===== config.mk =====
export PLATFORM = sky130hd
export DESIGN_NAME = md_sequencer
export DESIGN_NICKNAME = d
export VERILOG_FILES = /design/src/rtl/md_sequencer.sv
export SDC_FILE = /design/constraint.sdc
export NUM_CORES = 1
export LEC_CHECK = 0
export CORE_MARGIN = 2
export CORE_UTILIZATION = 59
export CTS_CLUSTER_SIZE = 28
export DETAILED_ROUTE_END_ITERATION = 8
export GPL_ROUTABILITY_DRIVEN = 0
export HOLD_SLACK_MARGIN = 0.05
export PLACE_DENSITY = 0.79
export SYNTH_ARGS = -nofsm -noshare
export SYNTH_HDL_FRONTEND = slang
export SYNTH_SLANG_ARGS = --single-unit

===== constraint.sdc =====
create_clock -name clk -period 8.4 [get_ports clk]
set_input_delay 2.1 -clock clk [delete_from_list [all_inputs] [get_ports clk]]
set_output_delay 2.1 -clock clk [all_outputs]
set_load 0.005 [all_outputs]

===== src/rtl/md_sequencer.sv =====
// md_sequencer: iterative signed multiply / restoring divide sequencer feeding
// REG_HIGH/REG_LOW. One iteration per clock on operand magnitudes, followed by
// a sign-fix cycle. Optional build macro MD_UNSIGNED_EN adds input op_unsigned
// (MULTU/DIVU: no sign handling, same latency).
module md_sequencer #(
    parameter int WIDTH = 32
) (
    input  logic             clk,
    input  logic             rst,
    input  logic             start,
    input  logic             op,
`ifdef MD_UNSIGNED_EN
    input  logic             op_unsigned,
`endif
    input  logic             abort,
    input  logic [WIDTH-1:0] a,
    input  logic [WIDTH-1:0] b,
    output logic             busy,
    output logic             done,
    output logic             hilo_we,
    output logic             div_zero,
    output logic [WIDTH-1:0] hi,
    output logic [WIDTH-1:0] lo
);

    localparam int CW = (WIDTH > 1) ? $clog2(WIDTH) : 1;

    typedef enum logic [2:0] {S_IDLE, S_RUN, S_FIX, S_DONE, S_DZ} state_t;

    state_t               state, state_nxt;
    logic                 op_r;
    logic                 neg_a, neg_b;
    logic [WIDTH-1:0]     m_r;
    logic [WIDTH-1:0]     acc;
    logic [WIDTH-1:0]     q;
    logic [CW-1:0]        count;

    logic                 is_signed;
    logic                 a_neg_in, b_neg_in;
    logic [WIDTH-1:0]     mag_a, mag_b;
    logic [WIDTH:0]       mul_sum;
    logic [WIDTH:0]       div_shift;
    logic [WIDTH-1:0]     div_diff;
    logic                 div_ok;
    logic [2*WIDTH-1:0]   prod, prod_fix;
    logic [WIDTH-1:0]     quot_fix, rem_fix;

`ifdef MD_UNSIGNED_EN
    assign is_signed = ~op_unsigned;
`else
    assign is_signed = 1'b1;
`endif

    // Operand magnitudes and sign capture at request time
    always_comb begin
        a_neg_in = is_signed & a[WIDTH-1];
        b_neg_in = is_signed & b[WIDTH-1];
        mag_a    = a_neg_in ? (~a + 1'b1) : a;
        mag_b    = b_neg_in ? (~b + 1'b1) : b;
    end

    // One shift-add / restoring-divide step and the final sign correction
    always_comb begin
        // acc is the upper product half (MULT) or the partial remainder (DIV);
        // q is the multiplier being consumed (MULT) or dividend becoming quotient (DIV)
        mul_sum   = {1'b0, acc} + (q[0] ? {1'b0, m_r} : '0);
        div_shift = {acc, q[WIDTH-1]};
        div_ok    = (div_shift >= {1'b0, m_r});
        // Remainder after subtraction is below the divisor, so the low W bits suffice
        div_diff  = div_shift[WIDTH-1:0] - m_r;
        prod      = {acc, q};
        prod_fix  = (neg_a ^ neg_b) ? (~prod + 1'b1) : prod;
        quot_fix  = (neg_a ^ neg_b) ? (~q + 1'b1) : q;
        rem_fix   = neg_a ? (~acc + 1'b1) : acc;
    end

    // State register
    always_ff @(posedge clk or posedge rst) begin
        if (rst) state <= S_IDLE;
        else     state <= state_nxt;
    end

    // Next-state and handshake outputs
    always_comb begin
        state_nxt = state;
        busy      = 1'b1;
        done      = 1'b0;
        hilo_we   = 1'b0;
        div_zero  = 1'b0;
        case (state)
            S_IDLE: begin
                busy = 1'b0;
                if (start && !abort)
                    state_nxt = (op && (b == '0)) ? S_DZ : S_RUN;
            end
            S_RUN: begin
                if (abort)                          state_nxt = S_IDLE;
                else if (count == CW'(WIDTH - 1))   state_nxt = S_FIX;
            end
            S_FIX:  state_nxt = abort ? S_IDLE : S_DONE;
            S_DONE: begin
                done      = 1'b1;
                hilo_we   = 1'b1;
                state_nxt = S_IDLE;
            end
            S_DZ: begin
                done      = 1'b1;
                div_zero  = 1'b1;
                state_nxt = S_IDLE;
            end
            default: state_nxt = S_IDLE;
        endcase
    end

    // Datapath: operand latch, iteration registers and result registers
    always_ff @(posedge clk or posedge rst) begin
        if (rst) begin
            op_r  <= 1'b0;
            neg_a <= 1'b0;
            neg_b <= 1'b0;
            m_r   <= '0;
            acc   <= '0;
            q     <= '0;
            count <= '0;
            hi    <= '0;
            lo    <= '0;
        end else begin
            case (state)
                S_IDLE: begin
                    if (start && !abort) begin
                        op_r  <= op;
                        neg_a <= a_neg_in;
                        neg_b <= b_neg_in;
                        m_r   <= mag_b;
                        q     <= mag_a;
                        acc   <= '0;
                        count <= '0;
                    end
                end
                S_RUN: begin
                    if (!abort) begin
                        count <= count + CW'(1);
                        if (!op_r) begin
                            {acc, q} <= {mul_sum, q[WIDTH-1:1]};
                        end else begin
                            acc <= div_ok ? div_diff : div_shift[WIDTH-1:0];
                            q   <= {q[WIDTH-2:0], div_ok};
                        end
                    end
                end
                S_FIX: begin
                    // Results land on the FIX->DONE edge so hi/lo change only on entry to DONE
                    if (!abort) begin
                        if (op_r) begin
                            hi <= rem_fix;
                            lo <= quot_fix;
                        end else begin
                            {hi, lo} <= prod_fix;
                        end
                    end
                end
                default: ;
            endcase
        end
    end

endmodule


### Word-level counts from Yosys, hierarchy flattened

Cells that the tools add are included.

* bits in registers: 171
* input port bits: 69
* output and inout port bits: 68
* word-level logic and storage cells: 75

* add/subtract/negate cells: 8
* magnitude comparators: 1
* eq/ne operators: 8
* mux-type cells: 30
* bitwise operators: 7
* reduce and logical (&&, ||, !) cells: 11

Operators by type and width (number)
* $mux W32: 14
* $add A32 B1 Y32 const B: 4
* $not A32 Y32: 4
* $pmux W32 S2: 2
* $add A64 B1 Y64 const B: 1
* $mux W64: 1
* $not A64 Y64: 1
* $add A32 B32 Y33: 1
* $ge A33 B32 Y1: 1
* $logic_not A32 Y1: 1
* $sub A32 B32 Y32: 1
* $mux W3: 4
* $mux W5: 2
* $pmux W5 S2: 1
* $pmux W3 S3: 1
* $eq A3 B2 Y1 const B: 2
* $reduce_and A2 Y1: 3
* $add A5 B1 Y5 const B: 1
* $eq A5 B5 Y1 const B: 1
* $mux W1: 4
* $ne A2 B2 Y1 const B: 2
* $eq A3 B1 Y1 const B: 1
* $eq A3 B3 Y1 const B: 1
* $logic_not A3 Y1: 1
* other kinds (9): 10

### Depth between registers and ports, before layout

* word-level depth: 5
* mapped depth: 14
* gate-level depth less buffers: 13

### Least setup slack after synthesis

Ideal clock, no wire load.

* kind: input to register
* from: input a[12]
* to: register q[29]
* library setup time: 119 ps
* data arrival time: 4414 ps
* required time: 8281 ps
* path slack: 3868 ps
* stages: 9
* buffers on the path: 0
* path through: or4_1 -> nor4b_1 -> nand2_1 -> or4_1 -> or2_1 -> o31ai_1 -> xnor2_1 -> o21ai_1 -> nand2_1

* word-level cells in the longest chain between the ends: 5

RTL lines
* from (decl): RTL line 16 `input logic [WIDTH-1:0] a,`
* $not A32 Y32: RTL line 58 `mag_a = a_neg_in ? (~a + 1'b1) : a;`
* $add A32 B1 Y32: RTL line 58
* $mux W32: RTL line 58
* $mux W32: RTL line 130 `if (start && !abort) begin`
* $pmux W32 S2: RTL line 128 `case (state)`
* to (signal assigned): RTL line 135 `q <= mag_a;`
* to (signal assigned): RTL line 144 `{acc, q} <= {mul_sum, q[WIDTH-1:1]};`
* to (signal assigned): RTL line 147 `q <= {q[WIDTH-2:0], div_ok};`
* to (decl): RTL line 35 `logic [WIDTH-1:0] q;`

No other way between the ends. The select of a mux whose other input is x is not followed.
A chain may end at the register's enable or synchronous reset.

### Worst setup path in the final report

Same ends and word-level chain as after synthesis.

==> insert_results.sql <==
INSERT INTO impl_metrics (metric_group, metric, value, unit) VALUES
('pwr', 'leakage_power', '6.97', 'nW'),
('pwr', 'power_per_cell_area', '398', 'mW/mm2'),
('drt', 'detail_route.wirelength', '39.6', 'mm'),
('floorplan', 'core.rowCount', '56', ''),
('drt', 'drt_pre_antenna_iters', '7', ''),
('pwr', 'p_comb_share', '64.3', '%'),
('clock_network', 'ctsResizeCount', '0', ''),
('sta', 'worstMarginPinSlew', '1.14', 'ns'),
('drt', 'post_drt_wl_per_cell', '18.0', 'um'),
('sta', 'timing.max_slew.rel_slack', '23.4', '%'),
('global_route', 'grt_util_met2', '49.7', '%'),
('floorplan', 'fp.dieArea', '0.0251', 'mm2'),
('floorplan', 'boundaryPins', '137', ''),
('floorplan', 'die_x', '159', 'um'),
('floorplan', 'die_y', '159', 'um'),
('pwr', 'sequential_share_of_power', '24.1', '%'),
('setup_path', 'setup.worst_path.end_class', 'flip-flop', ''),
('setup_path', 'criticalPathCategory', 'in -> reg', ''),
('logic_synthesis', 'syn_avg_cell_area', '7.83', 'um2'),
('clock_network', 'cts.hold.buffers_added', '0', ''),
('sta', 'final-hold-violation-count', '0', ''),
('clock_network', 'clock_sink_count', '171', ''),
('outcome', 'status', 'complete, no violations', ''),
('global_route', 'initial_antenna_violation_count', '0', ''),
('job', 'cap_viol_max_count', '0', ''),
('logic_synthesis', 'synth_top_flop_cell', 'sky130_fd_sc_hd__dfrtp_1', ''),
('pwr', 'power.clock.fraction', '11.6', '%'),
('setup_path', 'sequence_of_cells_on_the_critical_path', 'clkdlybuf4s50_1 -> or4_1 -> nor4b_1 -> nand2_1 -> or4_1 -> or2_1 -> o31ai_1 -> xnor2_1 -> o21ai_1 -> nand2_1', ''),
('pwr', 'netSwitchingPower', '3.28', 'mW'),
('finish', 'post_route_cells_drive_above_1_share', '4.37', '%'),
('drt', 'vias', '13807', ''),
('sta', 'setup_viol', '0', ''),
('placement', 'buffer_ports.inserted', '136', ''),
('finish', 'design_area', '0.0161', 'mm2'),
('sta', 'finalHoldWorstSlack', '0.476', 'ns'),
('clock_network', 'cts.clk_slew.worst_paths', '0.07', 'ns'),
('finish', 'fin_nets', '2005', ''),
('floorplan', 'effective_utilization_at_floorplan', '60.1', '%'),
('pwr', 'max-vdd-ir-drop', '0.167', 'mV'),
('clock_network', 'cts-root-buf', 'sky130_fd_sc_hd__clkbuf_16', ''),
('placement', 'detailedPlacementHpwl', '29.5', 'mm'),
('drt', 'drt_first_iter_violations', '1148', ''),
('setup_path', 'critical_path_peak_fanout', '4', ''),
('placement', 'post_dp_area', '0.0156', 'mm2'),
('global_route', 'grt_util_met1', '44.0', '%'),
('worst_hold_path', 'path_class_of_the_lowest_slack_min_delay_path', 'reg -> reg', ''),
('logic_synthesis', 'post_synth_instance_area', '0.0141', 'mm2'),
('logic_synthesis', 'synth-seq-area-share', '30.4', '%'),
('drt', 'drc', '0', ''),
('clock_network', 'cts_inserted_buffers', '17', ''),
('floorplan', 'fp.coreArea', '0.0235', 'mm2'),
('clock_network', 'h-tree-depth', '4', ''),
('pwr', 'p_total', '6.41', 'mW'),
('logic_synthesis', 'synthesis.nets', '1942', ''),
('clock_network', 'clock_insertion_delay_at_the_later_pin_of_the_skew_report', '0.44', 'ns'),
('global_route', 'gr-total-overflow', '0', ''),
('sta', 'period_utilization_post_route', '57.4', '%'),
('sta', 'final.setup_skew', '0.00993', 'ns'),
('global_route', 'grt_pass1_wl', '62.9', 'mm'),
('sta', 'timing.final.crit_period', '4.82', 'ns'),
('pwr', 'sw_frac_of_total', '51.1', '%'),
('clock_network', 'tritoncts', 'yes', ''),
('finish', 'area.growth.synth_to_final', '14.3', '%'),
('sta', 'finalSetupTns', '0', 'ns'),
('setup_path', 'cp_slowest_cell', 'sky130_fd_sc_hd__or4_1', ''),
('setup_path', 'timing.critical_path.from_type', 'input port', ''),
('drt', 'vias_per_cell', '6.28', ''),
('global_route', 'grtUsageMet3', '4.22', '%'),
('logic_synthesis', 'postSynthCellCount', '1801', ''),
('sta', 'max_freq', '0.207', 'GHz'),
('drt', 'remaining_antenna_violation_count_after_routing', '0', '');
[Yosys cell counts (all sizes together), types with 43 or more instances]
cell	n	area (um2)
dfrtp	171	4280
a21oi	108	541
clkbuf	95	357
xor2	77	674
nor3	43	215
inv	64	240
mux2i	43	430
ha	70	876
nor2	119	447
o21ai	254	1270
xnor2	94	823
nand2	260	976
[worst max-delay path, delay by kind of cell]
kind                   cells  cell delay (ns)
buffers and inverters      1             0.45
AO/OA/AOI/OAI              2             0.41
XOR/XNOR                   1             0.10
AND/OR/NAND/NOR            6             2.08
[through the flow]
step / std cells / utilization [%]
global placement: 2164 / 66.4
finish: 2197 / 68.6
detailed placement: 2164 / 66.4
CTS: 2196 / 68.6
floorplan: 1801 / -
global route: 2196 / 68.6
[cell families after synthesis]
logic type / share of synthesized area, %
flops: 30.4
buf+inv: 4.69
xor+xnor: 10.6
mux: 3.21
fa+ha+maj: 6.50
compound gates: 24.5
simple gates: 20.2
[registers in the layout, indices dropped and copies added, names as in the netlist]
name,flops
count,5
acc,32
state,3
neg_a,1
lo,32
neg_b,1
op_r,1
q,32
hi,32
m_r,32
[layout make-up]
class	count	area, um2
clock inverters	12	91.3
inverters	64	245
fillers	1955	7360
multi-input cells	1458	9180
well taps	319	399
flip-flops and latches	171	4280
clock buffers	20	437
diodes	1	2.50
repair buffers	152	1480
[worst paths after layout]
kind                         start       to  slack [ns]  cells past startpoint
max in group asynchronous      rst    q[21]        5.09                      3
max reg2reg                acc[19]  acc[27]        3.98                      9
min reg2reg                 lo[16]   lo[16]        0.48                      2
max                          a[12]    q[29]        3.58                     10
min in group asynchronous      rst    hi[9]        2.06                      2
min                         lo[16]   lo[16]        0.48                      2
[metal layers]
metal | vias to the layer above | wire length, um
li1 | 6594 | -
met3 | 107 | 3680
met2 | 692 | 17400
met5 | - | 0
met1 | 6414 | 17000
met4 | 0 | 1450
[power by group through the flow]
stage                     Combinational (mW)  Clock, mW  Sequential, mW
after floorplan                         3.19          0            1.31
after global placement                  3.93          0            1.52
after detailed placement                4.00          0            1.53
after CTS                               4.03      0.743            1.52
after global routing                    4.53      0.775            1.58
final                                   4.12      0.742            1.54
[layout by cell type, fill, tap and decap left out, types with 63 or more instances in the layout]
master,netlist,routed
sky130_fd_sc_hd__xnor2_1,94,94
sky130_fd_sc_hd__dfrtp_1,171,170
sky130_fd_sc_hd__xor2_1,77,77
sky130_fd_sc_hd__nor2_1,119,117
sky130_fd_sc_hd__nand2_1,260,260
sky130_fd_sc_hd__clkdlybuf4s50_1,0,136
sky130_fd_sc_hd__inv_1,64,63
sky130_fd_sc_hd__o21ai_0,248,248
sky130_fd_sc_hd__ha_1,70,70
sky130_fd_sc_hd__a21oi_1,108,108
(Power assumes the default switching activity.)
